$ cat src/rtl/gol_pkg.sv
// rtl/gol_pkg.sv - shared Game-of-Life grid geometry, scheduler states and bank ids
//
// Purpose: constants and types shared by the Game-of-Life engine blocks.
//   Y_SIZE/X_SIZE   grid dimensions in cells
//   Y_WIDTH/X_WIDTH address widths for rows/columns
//   GEN_WIDTH       generation counter width
//   sched_state_e   3-bit generation scheduler state encoding
//   BANK_A/BANK_B   ping-pong BRAM bank ids as seen on disp_sel
package gol_pkg;

    localparam int Y_SIZE    = 720;
    localparam int X_SIZE    = 1280;
    localparam int Y_WIDTH   = $clog2(Y_SIZE);
    localparam int X_WIDTH   = $clog2(X_SIZE);
    localparam int GEN_WIDTH = 32;

    localparam logic BANK_A = 1'b0;
    localparam logic BANK_B = 1'b1;

    typedef enum logic [2:0] {
        ST_IDLE      = 3'd0,
        ST_LOAD      = 3'd1,
        ST_HOLD      = 3'd2,
        ST_CALC      = 3'd3,
        ST_DRAIN     = 3'd4,
        ST_SWAP_WAIT = 3'd5
    } sched_state_e;

    function automatic logic is_last_row(input logic [Y_WIDTH-1:0] row);
        return row == Y_WIDTH'(Y_SIZE - 1);
    endfunction

endpackage

$ cat src/rtl/generation_scheduler_if.sv
// rtl/generation_scheduler_if.sv - signal bundle between the scheduler and its engine peers
//
// Purpose: groups the load/calc/video handshake signals of generation_scheduler.
//   slave  modport: the scheduler (consumes requests/status, drives control)
//   master modport: the surrounding engine (regfile, line_buffer, writer, video)
interface generation_scheduler_if;
    import gol_pkg::*;

    logic                 init_start;
    logic                 init_row_valid;
    logic                 pause;
    logic                 step;
    logic                 frame_end;
    logic                 row_valid;
    logic                 wr_en;
    logic [Y_WIDTH-1:0]   wr_addr;

    logic                 init_we;
    logic [Y_WIDTH-1:0]   init_row;
    logic                 init_ack;
    logic                 calc_flag;
    logic [Y_WIDTH-1:0]   calc_row;
    logic                 disp_sel;
    logic [GEN_WIDTH-1:0] gen_count;
    logic                 busy;

    modport slave (
        input  init_start, init_row_valid, pause, step, frame_end,
               row_valid, wr_en, wr_addr,
        output init_we, init_row, init_ack, calc_flag, calc_row,
               disp_sel, gen_count, busy
    );

    modport master (
        output init_start, init_row_valid, pause, step, frame_end,
               row_valid, wr_en, wr_addr,
        input  init_we, init_row, init_ack, calc_flag, calc_row,
               disp_sel, gen_count, busy
    );

endinterface

$ cat src/rtl/generation_scheduler.sv
// rtl/generation_scheduler.sv - sequences grid load, per-generation calc passes and bank swaps
//
// Purpose: loads the initial grid row by row, runs one calc pass per generation over the
//   ping-pong banks and swaps the display bank only on a video frame boundary.
// Ports:
//   out_stream_aclk  sole clock
//   periph_reset     asynchronous active-high reset
//   sif (slave)      init_start/init_row_valid/pause/step/frame_end/row_valid/wr_en/wr_addr in;
//                    init_we/init_row/init_ack/calc_flag/calc_row/disp_sel/gen_count/busy out
module generation_scheduler
    import gol_pkg::*;
(
    input  logic                   out_stream_aclk,
    input  logic                   periph_reset,
    generation_scheduler_if.slave  sif
);

    sched_state_e         state_q, state_d;
    logic [Y_WIDTH-1:0]   row_q, row_d;
    logic                 disp_sel_q, disp_sel_d;
    logic [GEN_WIDTH-1:0] gen_q, gen_d;
    logic                 init_start_q;
    logic                 init_we_q, init_we_d;
    logic                 init_ack_q, init_ack_d;
    logic                 calc_flag_q, calc_flag_d;
    logic                 wr_last_q, wr_last_d;

    logic init_rise;
    logic last_wr;

    // init_start_q resets high so a level already present out of reset is not an edge.
    assign init_rise = sif.init_start & ~init_start_q;
    assign last_wr   = sif.wr_en & is_last_row(sif.wr_addr);

    always_ff @(posedge out_stream_aclk or posedge periph_reset) begin
        if (periph_reset) begin
            state_q      <= ST_IDLE;
            row_q        <= '0;
            disp_sel_q   <= BANK_A;
            gen_q        <= '0;
            init_start_q <= 1'b1;
            init_we_q    <= 1'b0;
            init_ack_q   <= 1'b0;
            calc_flag_q  <= 1'b0;
            wr_last_q    <= 1'b0;
        end else begin
            state_q      <= state_d;
            row_q        <= row_d;
            disp_sel_q   <= disp_sel_d;
            gen_q        <= gen_d;
            init_start_q <= sif.init_start;
            init_we_q    <= init_we_d;
            init_ack_q   <= init_ack_d;
            calc_flag_q  <= calc_flag_d;
            wr_last_q    <= wr_last_d;
        end
    end

    always_comb begin
        state_d     = state_q;
        row_d       = row_q;
        disp_sel_d  = disp_sel_q;
        gen_d       = gen_q;
        init_we_d   = 1'b0;
        init_ack_d  = 1'b0;
        calc_flag_d = calc_flag_q;
        wr_last_d   = 1'b0;

        if (init_rise && state_q != ST_IDLE && state_q != ST_LOAD && state_q != ST_HOLD &&
            state_q != ST_CALC && state_q != ST_DRAIN && state_q != ST_SWAP_WAIT) begin
            state_d     = ST_IDLE;
            row_d       = '0;
            calc_flag_d = 1'b0;
        end else if (init_rise) begin
            // A fresh load aborts whatever is running; the display bank is left alone.
            state_d     = ST_LOAD;
            row_d       = '0;
            calc_flag_d = 1'b0;
        end else begin
            unique case (state_q)
                ST_IDLE: ;
                ST_LOAD: begin
                    // Row write happens the cycle after the valid pulse; the ack and the
                    // row advance follow one cycle later.
                    if (init_we_q) begin
                        init_ack_d = 1'b1;
                        if (is_last_row(row_q)) begin
                            row_d   = '0;
                            gen_d   = '0;
                            state_d = ST_HOLD;
                        end else begin
                            row_d = row_q + 1'b1;
                        end
                    end else if (sif.init_row_valid) begin
                        init_we_d = 1'b1;
                    end
                end
                ST_HOLD: begin
                    if (!sif.pause || sif.step) begin
                        state_d     = ST_CALC;
                        row_d       = '0;
                        calc_flag_d = 1'b1;
                    end
                end
                ST_CALC: begin
                    if (sif.row_valid) begin
                        if (is_last_row(row_q)) begin
                            row_d       = '0;
                            calc_flag_d = 1'b0;
                            state_d     = ST_DRAIN;
                            // The writer may already deliver its final row this cycle.
                            wr_last_d   = last_wr;
                        end else begin
                            row_d = row_q + 1'b1;
                        end
                    end
                end
                ST_DRAIN: begin
                    if (wr_last_q || last_wr) begin
                        state_d = ST_SWAP_WAIT;
                    end
                end
                ST_SWAP_WAIT: begin
                    // frame_end is only looked at here, so one that coincides with the
                    // drain exit waits for the following frame.
                    if (sif.frame_end) begin
                        disp_sel_d = (disp_sel_q == BANK_A) ? BANK_B : BANK_A;
                        gen_d      = gen_q + 1'b1;
                        state_d    = ST_HOLD;
                    end
                end
                default: begin
                    state_d     = ST_IDLE;
                    row_d       = '0;
                    calc_flag_d = 1'b0;
                end
            endcase
        end
    end

    assign sif.init_we   = init_we_q;
    assign sif.init_row  = (state_q == ST_LOAD) ? row_q : '0;
    assign sif.init_ack  = init_ack_q;
    assign sif.calc_flag = calc_flag_q;
    assign sif.calc_row  = (state_q == ST_CALC) ? row_q : '0;
    assign sif.disp_sel  = disp_sel_q;
    assign sif.gen_count = gen_q;
    assign sif.busy      = (state_q != ST_IDLE) && (state_q != ST_HOLD);

endmodule

$ cat src/flat_wrapper.sv
// flat-port wrapper written by rule: the top's interface ports become plain ports
module generation_scheduler_flat import gol_pkg::*;
  (out_stream_aclk, periph_reset, sif_init_start, sif_init_row_valid, sif_pause, sif_step, sif_frame_end, sif_row_valid, sif_wr_en, sif_wr_addr, sif_init_we, sif_init_row, sif_init_ack, sif_calc_flag, sif_calc_row, sif_disp_sel, sif_gen_count, sif_busy);
  generation_scheduler_if sif_i ();
  input  logic out_stream_aclk;
  input  logic periph_reset;
  input wire logic [$bits(sif_i.init_start)-1:0] sif_init_start;
  input wire logic [$bits(sif_i.init_row_valid)-1:0] sif_init_row_valid;
  input wire logic [$bits(sif_i.pause)-1:0] sif_pause;
  input wire logic [$bits(sif_i.step)-1:0] sif_step;
  input wire logic [$bits(sif_i.frame_end)-1:0] sif_frame_end;
  input wire logic [$bits(sif_i.row_valid)-1:0] sif_row_valid;
  input wire logic [$bits(sif_i.wr_en)-1:0] sif_wr_en;
  input wire logic [$bits(sif_i.wr_addr)-1:0] sif_wr_addr;
  output wire logic [$bits(sif_i.init_we)-1:0] sif_init_we;
  output wire logic [$bits(sif_i.init_row)-1:0] sif_init_row;
  output wire logic [$bits(sif_i.init_ack)-1:0] sif_init_ack;
  output wire logic [$bits(sif_i.calc_flag)-1:0] sif_calc_flag;
  output wire logic [$bits(sif_i.calc_row)-1:0] sif_calc_row;
  output wire logic [$bits(sif_i.disp_sel)-1:0] sif_disp_sel;
  output wire logic [$bits(sif_i.gen_count)-1:0] sif_gen_count;
  output wire logic [$bits(sif_i.busy)-1:0] sif_busy;
  assign sif_i.init_start = sif_init_start;
  assign sif_i.init_row_valid = sif_init_row_valid;
  assign sif_i.pause = sif_pause;
  assign sif_i.step = sif_step;
  assign sif_i.frame_end = sif_frame_end;
  assign sif_i.row_valid = sif_row_valid;
  assign sif_i.wr_en = sif_wr_en;
  assign sif_i.wr_addr = sif_wr_addr;
  assign sif_init_we = sif_i.init_we;
  assign sif_init_row = sif_i.init_row;
  assign sif_init_ack = sif_i.init_ack;
  assign sif_calc_flag = sif_i.calc_flag;
  assign sif_calc_row = sif_i.calc_row;
  assign sif_disp_sel = sif_i.disp_sel;
  assign sif_gen_count = sif_i.gen_count;
  assign sif_busy = sif_i.busy;
  generation_scheduler u_core (.out_stream_aclk(out_stream_aclk), .periph_reset(periph_reset), .sif(sif_i));
endmodule
$ cat config.mk
export PLATFORM = sky130hd
export DESIGN_NAME = generation_scheduler_flat
export DESIGN_NICKNAME = d
export VERILOG_FILES = /design/src/rtl/gol_pkg.sv /design/src/rtl/generation_scheduler_if.sv /design/src/rtl/generation_scheduler.sv /design/src/flat_wrapper.sv
export SDC_FILE = /design/constraint.sdc
export NUM_CORES = 1
export LEC_CHECK = 0
export BUFFER_PORTS_ARGS = -buffer_cell sky130_fd_sc_hd__buf_2
export CAP_MARGIN = 20
export CORE_ASPECT_RATIO = 1.4
export CORE_UTILIZATION = 25
export DETAILED_ROUTE_END_ITERATION = 6
export HOLD_SLACK_MARGIN = 0.12
export PLACE_DENSITY = 0.44
export SYNTH_ARGS = -nofsm -noshare
export SYNTH_HDL_FRONTEND = slang
export SYNTH_SLANG_ARGS = --single-unit
$ cat constraint.sdc
create_clock -name out_stream_aclk -period 3.05 [get_ports out_stream_aclk]
set_input_delay 0.305 -clock out_stream_aclk [delete_from_list [all_inputs] [get_ports out_stream_aclk]]
set_output_delay 0.305 -clock out_stream_aclk [all_outputs]
set_load 0.01 [all_outputs]
# Word level (Yosys, flattened, before mapping)
# Cells that the tools add are included.
totals:
  in_bits: 19
  latchBits: 0
  out_inout_bits: 57
  ram_bits: 0
  memories: 0
  wordCells: 105
  ff_bits: 51
  rom_bits: 0
classes:
  eq_ne: 25
  multipliers: 0
  reduce_logical: 20
  muxes: 44
  order_cmp: 0
  div: 0
  n_shift: 0
  n_bitwise: 5
  addsub: 2
op_table:
  columns: ["op", "count"]
  rows:
  - ["two-way mux 32 bit", 3]
  - ["two-way mux 10 bit", 8]
  - ["case mux 32 bit (2 select lines)", 1]
  - ["case mux 10 bit (4 select lines)", 1]
  - ["adder 32 x 1 -> 32 bit (second input constant)", 1]
  - ["two-way mux 3 bit", 9]
  - ["== test 10 bit (second input constant)", 2]
  - ["two-way mux 1 bit", 20]
  - ["inequality test 4 x 1 -> 1 bit (second input constant)", 5]
  - ["case mux 3 bit (6 select lines)", 1]
  - ["inequality test 3 x 1 -> 1 bit (second input constant)", 4]
  - ["AND reduction 4 bit", 3]
  - ["adder 10 x 1 -> 10 bit (second input constant)", 1]
  - ["inequality test 4 x 2 -> 1 bit (second input constant)", 2]
  - ["AND reduction 8 bit", 1]
  - ["logical AND 1 bit", 7]
  - ["== test 3 x 2 -> 1 bit (second input constant)", 2]
  - ["== test 3 bit (second input constant)", 2]
  - ["inequality test 3 x 2 -> 1 bit (second input constant)", 2]
  - ["inequality test 3 bit (second input constant)", 2]
  - ["AND reduction 6 bit", 1]
  - ["inequality test 2 x 1 -> 1 bit (second input constant)", 2]
  - ["OR reduction 4 bit", 1]
  - ["== test 3 x 1 -> 1 bit (second input constant)", 1]
  - ["other kinds (10)", 14]

# Longest topological paths before layout
logic_depth:
  depth_word: 10
  depth_mapped: 7
  depth_no_buf: 6

# Worst setup path after synthesis
# No wires, ideal clock.
synth_timing:
  kind: "register to register"
  startpoint: "register u_core.gen_q[12], in the netlist u_core.sif.gen_count[12]"
  endpoint: "register u_core.gen_q[31], in the netlist u_core.sif.gen_count[31]"
  period_less_slack_ns: 1.968
  t_required_ns: 2.981
  setup_slack_ns: 1.082
  path_stages_with_launch: 6
  path_buffers: 0
  setup_time_ns: 0.069
  arrival_time_ns: 1.898
  path_cell_list: "dfrtp_1 > nand4_4 > nor4_4 > nand3_2 > or4_1 > nand3_1"
synth_between:
  elab_chain_len: 3
synth_lines:
  columns: ["item", "line", "rtl"]
  rows:
  - ["start: declaration", "generation_scheduler.sv:21", "logic [GEN_WIDTH-1:0] gen_q, gen_d;"]
  - ["start signal: assignment", "generation_scheduler.sv:50", "gen_q <= gen_d;"]
  - ["adder 32 x 1 -> 32 bit", "generation_scheduler.sv:128", "gen_d = gen_q + 1'b1;"]
  - ["two-way mux 32 bit", "generation_scheduler.sv:126", "if (sif.frame_end) begin"]
  - ["case mux 32 bit (2 select lines)", "generation_scheduler.sv:80", "unique case (state_q)"]
# No other way between the ends. The select of a mux whose other input is x is not followed.
# A chain may end at the register's enable or synchronous reset.

# Final worst setup path
layout_timing:
  startpoint: "input sif_init_start"
  endpoint: "register u_core.row_q[9]"
layout_between:
  elab_chain_len: 9
  elab_cells_between_ends: 14
  cone_classes: "eq/ne: 4; mux: 2; bitwise: 1; reduce/logical: 7"
layout_lines:
  columns: ["item", "line", "rtl"]
  rows:
  - ["start: declaration", "flat_wrapper.sv:7", "input wire logic [$bits(sif_i.init_start)-1:0] sif_init_start;"]
  - ["bitwise AND 1 bit (*)", "generation_scheduler.sv:32", "assign init_rise = sif.init_start & ~init_start_q;"]
  - ["logical AND 1 bit (4 in series)", "generation_scheduler.sv:69", "if (init_rise && state_q != ST_IDLE && state_q != ST_LOAD && state_q != ST_HOLD &&"]
  - ["logical AND 1 bit (2 in series)", "generation_scheduler.sv:70", "state_q != ST_CALC && state_q != ST_DRAIN && state_q != ST_SWAP_WAIT) begin"]
  - ["inequality test 4 x 1 -> 1 bit (no source line), or another cell as far along", null, null]
  - ["AND reduction 4 bit (no source line)", null, null]
  - ["end signal: assignment", "generation_scheduler.sv:48", "row_q <= row_d;"]
  - ["end: declaration", "generation_scheduler.sv:19", "logic [Y_WIDTH-1:0] row_q, row_d;"]
# Mark *: on every way between the ends. The rest lies on a longest branch, timed or not.

==> flow_summary.toml <==
[power_and_ir_drop]
p_sw_mw = 0.3532
seqPwrFrac_pct = 52.2
comb_power_share_pct = 8.5
power.share.clock_pct = 39.3
leakage_nw = 1.745
p_int_mw = 1.054
power_switching_share_pct = 25.10
powerDensity_nw_per_um2 = 377.5
peakVddDrop_v = 0.0001791

[critical_path]
cp-end-kind = "register"
crit_type = "input port to register"
crit_required_ns = 3.27
critPathArrivalTime_ns = 2.52
cp_top_family = "simple AND/OR/NAND/NOR gates"
worst-path-max-fanout = 8
cpMaxStageDelayCell = "dlygate4sd3_1"
cpPeakStageDelay_ns = 0.52
path_buf_inv = 2
crit_chain = "dlygate4sd3_1, buf_2, nor2b_1, nor4_1, a31o_2, or4_1, mux2i_1"
crit_path_start_kind = "input port"

[placement]
place_area_um2 = 3570
gp_congestion = 0.8222
place.port_buffers = 75
post-dp-hpwl_um = 6164

[clocking]
cts_setup_buffers = 0
htreeDepth = 2
cts_root_buffer = "clkbuf_16"
path_clk_slew_ns = 0.07
clk_path_buf_depth = 2
cts_buffers = 5
cts.sinks = 51
clkLatencyLatePin_ns = 0.29
cts_tree = "done"
cts_resized = 0
cts_hold_buf = 2

[cells_and_area]
fin_util_pct = 31.69
multi_input_area_um2 = 1632
syn_to_final_growth_pct = 23.82
seq_area_um2 = 1277
drive_gt1_share_pct = 24.82
antenna_cells = 0
final_area_um2 = 3727
fin_nets = 443
fillers = 1281

[run]
maxCapViolCount = 0

[floorplan]
die_h_um = 131.8
core_region_area_um2 = 11760
fp.dieW_um = 94.74
die-area_um2 = 12490
rows = 47
boundaryPins = 76
start_util_pct = 25.60

[detailed_routing]
antenna_left = 0
drtPass1Iterations = 7
vias = 2939
routed_wl_um = 8704
drc = 0
drt_iter0_markers = 92
routed_via_density = 5.156
wl_per_cell_um = 15.27

[synth]
yosys_warnings = 0
ys_ff_latch = 51
synthFlopType = "dfrtp_1"
syn_area_um2 = 3010
yosysTopAreaCell = "dfrtp_1"
syn_avg_cell_area_um2 = 8.675
synthTopCellsByArea = "dfrtp_1, o21ai_0, and2_1, nand2_1, nand3_1"
yosysSeqAreaShare_pct = 42.44
syn_inst = 347
synth_edf_count = 0
synthArstFlopShare_pct = 100.0
yosysTopAreaCellShare_pct = 41.56
synthesis.nets = 368
ys_types = 48

[grt]
overflow = 0
grt_pass1_vias = 2814
grt_pass1_wl_um = 14480
grtUsageTotal_pct = 14.68
antenna_found_initial = 0
grt_max_degree = 35

[timing]
fin_crit_ns = 2.300
grt_setup_unrepaired = "false"
drv_slew = 0
max_freq_mhz = 434.8
fin_tns_setup_ns = 0
fin_skew_ns = 0.005817
tightest_slew_ns = 0.6503
fin_crit_sh_pct = 75.41
final-setup-viol-count = 0
hold_violations = 0
max-slew-margin-rel_pct = 56.49

[hold_path]
hold_path.class = "input port to register"

[outcome]
status = "complete, no violations"
==> cells by family after synthesis <==
family                     share of synthesized area (%)
muxes                                              1.039
buffers and inverters                              3.491
and+or+nand+nor                                    31.01
AOI/OAI and AO/OA                                  20.91
DFF                                                42.44
adders and majority gates                         0.8311
xor gates and xnor gates                          0.2910
==> power groups by stage <==
stage	Sequential (mW)	Combinational [mW]	Clock [mW]
after CTS	0.734	0.124	0.578
after floorplan	0.748	0.0573	0
final	0.734	0.120	0.553
after global routing	0.739	0.137	0.597
after global placement	0.746	0.121	0
after detailed placement	0.747	0.122	0
==> worst paths after layout <==
| kind | from | endpoint | slack [ns] | depth (start not counted) |
|---|---|---|---|---|
| max | sif_init_start | u_core.row_q[9]$_DFFE_PP0P_ | 0.75 | 7 |
| min | sif_row_valid | u_core.wr_last_q$_DFF_PP0_ | 0.27 | 3 |
| max reg2reg | u_core.state_q[2]$_DFFE_PP0P_ | u_core.sif.gen_count[28]$_DFFE_PP0P_ | 0.77 | 5 |
| min reg2reg | u_core.sif.disp_sel$_DFFE_PP0P_ | u_core.sif.disp_sel$_DFFE_PP0P_ | 0.47 | 1 |
| max in group asynchronous | periph_reset | u_core.sif.gen_count[25]$_DFFE_PP0P_ | 1.69 | 4 |
| min in group asynchronous | periph_reset | u_core.row_q[9]$_DFFE_PP0P_ | 0.55 | 3 |
==> sequential cells by signal, indices dropped and copies added, names as in the netlist <==
| signal | cells |
|---|---|
| u_core.sif.gen_count | 32 |
| u_core.row_q | 10 |
| u_core.state_q | 3 |
| u_core.init_start_q | 1 |
| u_core.sif.calc_flag | 1 |
| u_core.sif.disp_sel | 1 |
| u_core.sif.init_ack | 1 |
| u_core.sif.init_we | 1 |
| u_core.wr_last_q | 1 |
==> stage by stage <==
stage	hold slack, ns	std cells	total power, mW	setup WS, ns
2_1_floorplan	0.3095	347	0.8052	1.082
3_3_place_gp	0.3404	560	0.8678	0.7819
3_5_place_dp	0.3399	560	0.8685	0.7882
4_1_cts	0.2584	570	1.435	0.7014
5_1_grt	0.2712	570	1.473	0.5587
6_report	0.2678	570	1.407	0.7501
==> cell type report <==
type,count,share of cell area (%)
multi-input combinational,268,43.77
sequential,51,34.27
clock buffer,7,3.558
timing repair buffer,85,12.22
clock inverter,1,0.1343
tap,147,4.935
inverter,11,1.108
==> layout by cell type (no fill, tap or decap), drive strengths merged, types with 2 or more instances in the layout <==
| cell | synthesis | routed |
|---|---|---|
| o22ai | 2 | 2 |
| inv | 11 | 11 |
| buf | 0 | 83 |
| nand4b | 2 | 2 |
| and2 | 23 | 23 |
| and4 | 3 | 3 |
| nand4 | 14 | 14 |
| o31ai | 7 | 7 |
| o211ai | 5 | 5 |
| o21ai | 48 | 48 |
| nand2 | 30 | 30 |
| ha | 2 | 2 |
| nor2 | 17 | 17 |
| or2 | 2 | 2 |
| nand2b | 4 | 4 |
| a41oi | 4 | 4 |
| a21oi | 15 | 15 |
| or4 | 7 | 7 |
| a31oi | 14 | 14 |
| dlygate4sd3 | 0 | 2 |
| nor2b | 4 | 4 |
| nor4 | 6 | 6 |
| dfrtp | 50 | 50 |
| or3 | 3 | 3 |
| nand3 | 24 | 24 |
| and3 | 7 | 7 |
| nor3 | 7 | 7 |
| clkbuf | 17 | 7 |
| mux2i | 2 | 2 |
| o21bai | 2 | 2 |
==> synthesized netlist by cell type (3+ instances only) <==
master / count
or4_1: 7
nand2b_1: 4
and4_1: 3
a41oi_1: 4
a21oi_1: 15
a31oi_1: 14
and3_1: 6
nor2b_1: 4
inv_1: 11
nor4_1: 3
dfrtp_1: 50
nor4_4: 3
nand2_1: 30
nor3_1: 6
o211ai_1: 5
nand3_1: 22
or3_1: 3
o21ai_0: 48
clkbuf_1: 17
and2_1: 23
nand4_1: 13
nor2_1: 17
o31ai_1: 7
==> worst register-to-register path, stage by stage, from the launching register on <==
cell and delay, ns:
dfrtp_1 0.62, and3b_1 0.23, buf_4 0.20, nand3_1 0.43, or4_1 0.65, nand3_1 0.09
==> per-layer routing <==
| metal | vias up | track usage (%) | part of all wire [%] |
|---|---|---|---|
| met1 | 1382 | 18.49 | 44 |
| li1 | 1454 | - | - |
| met3 | 12 | 2.480 | 4.7 |
| met5 | - | 0 | 0 |
| met4 | 0 | 4.714 | 1.7 |
| met2 | 91 | 25.06 | 50 |
Power figures use the tool's default switching activity.
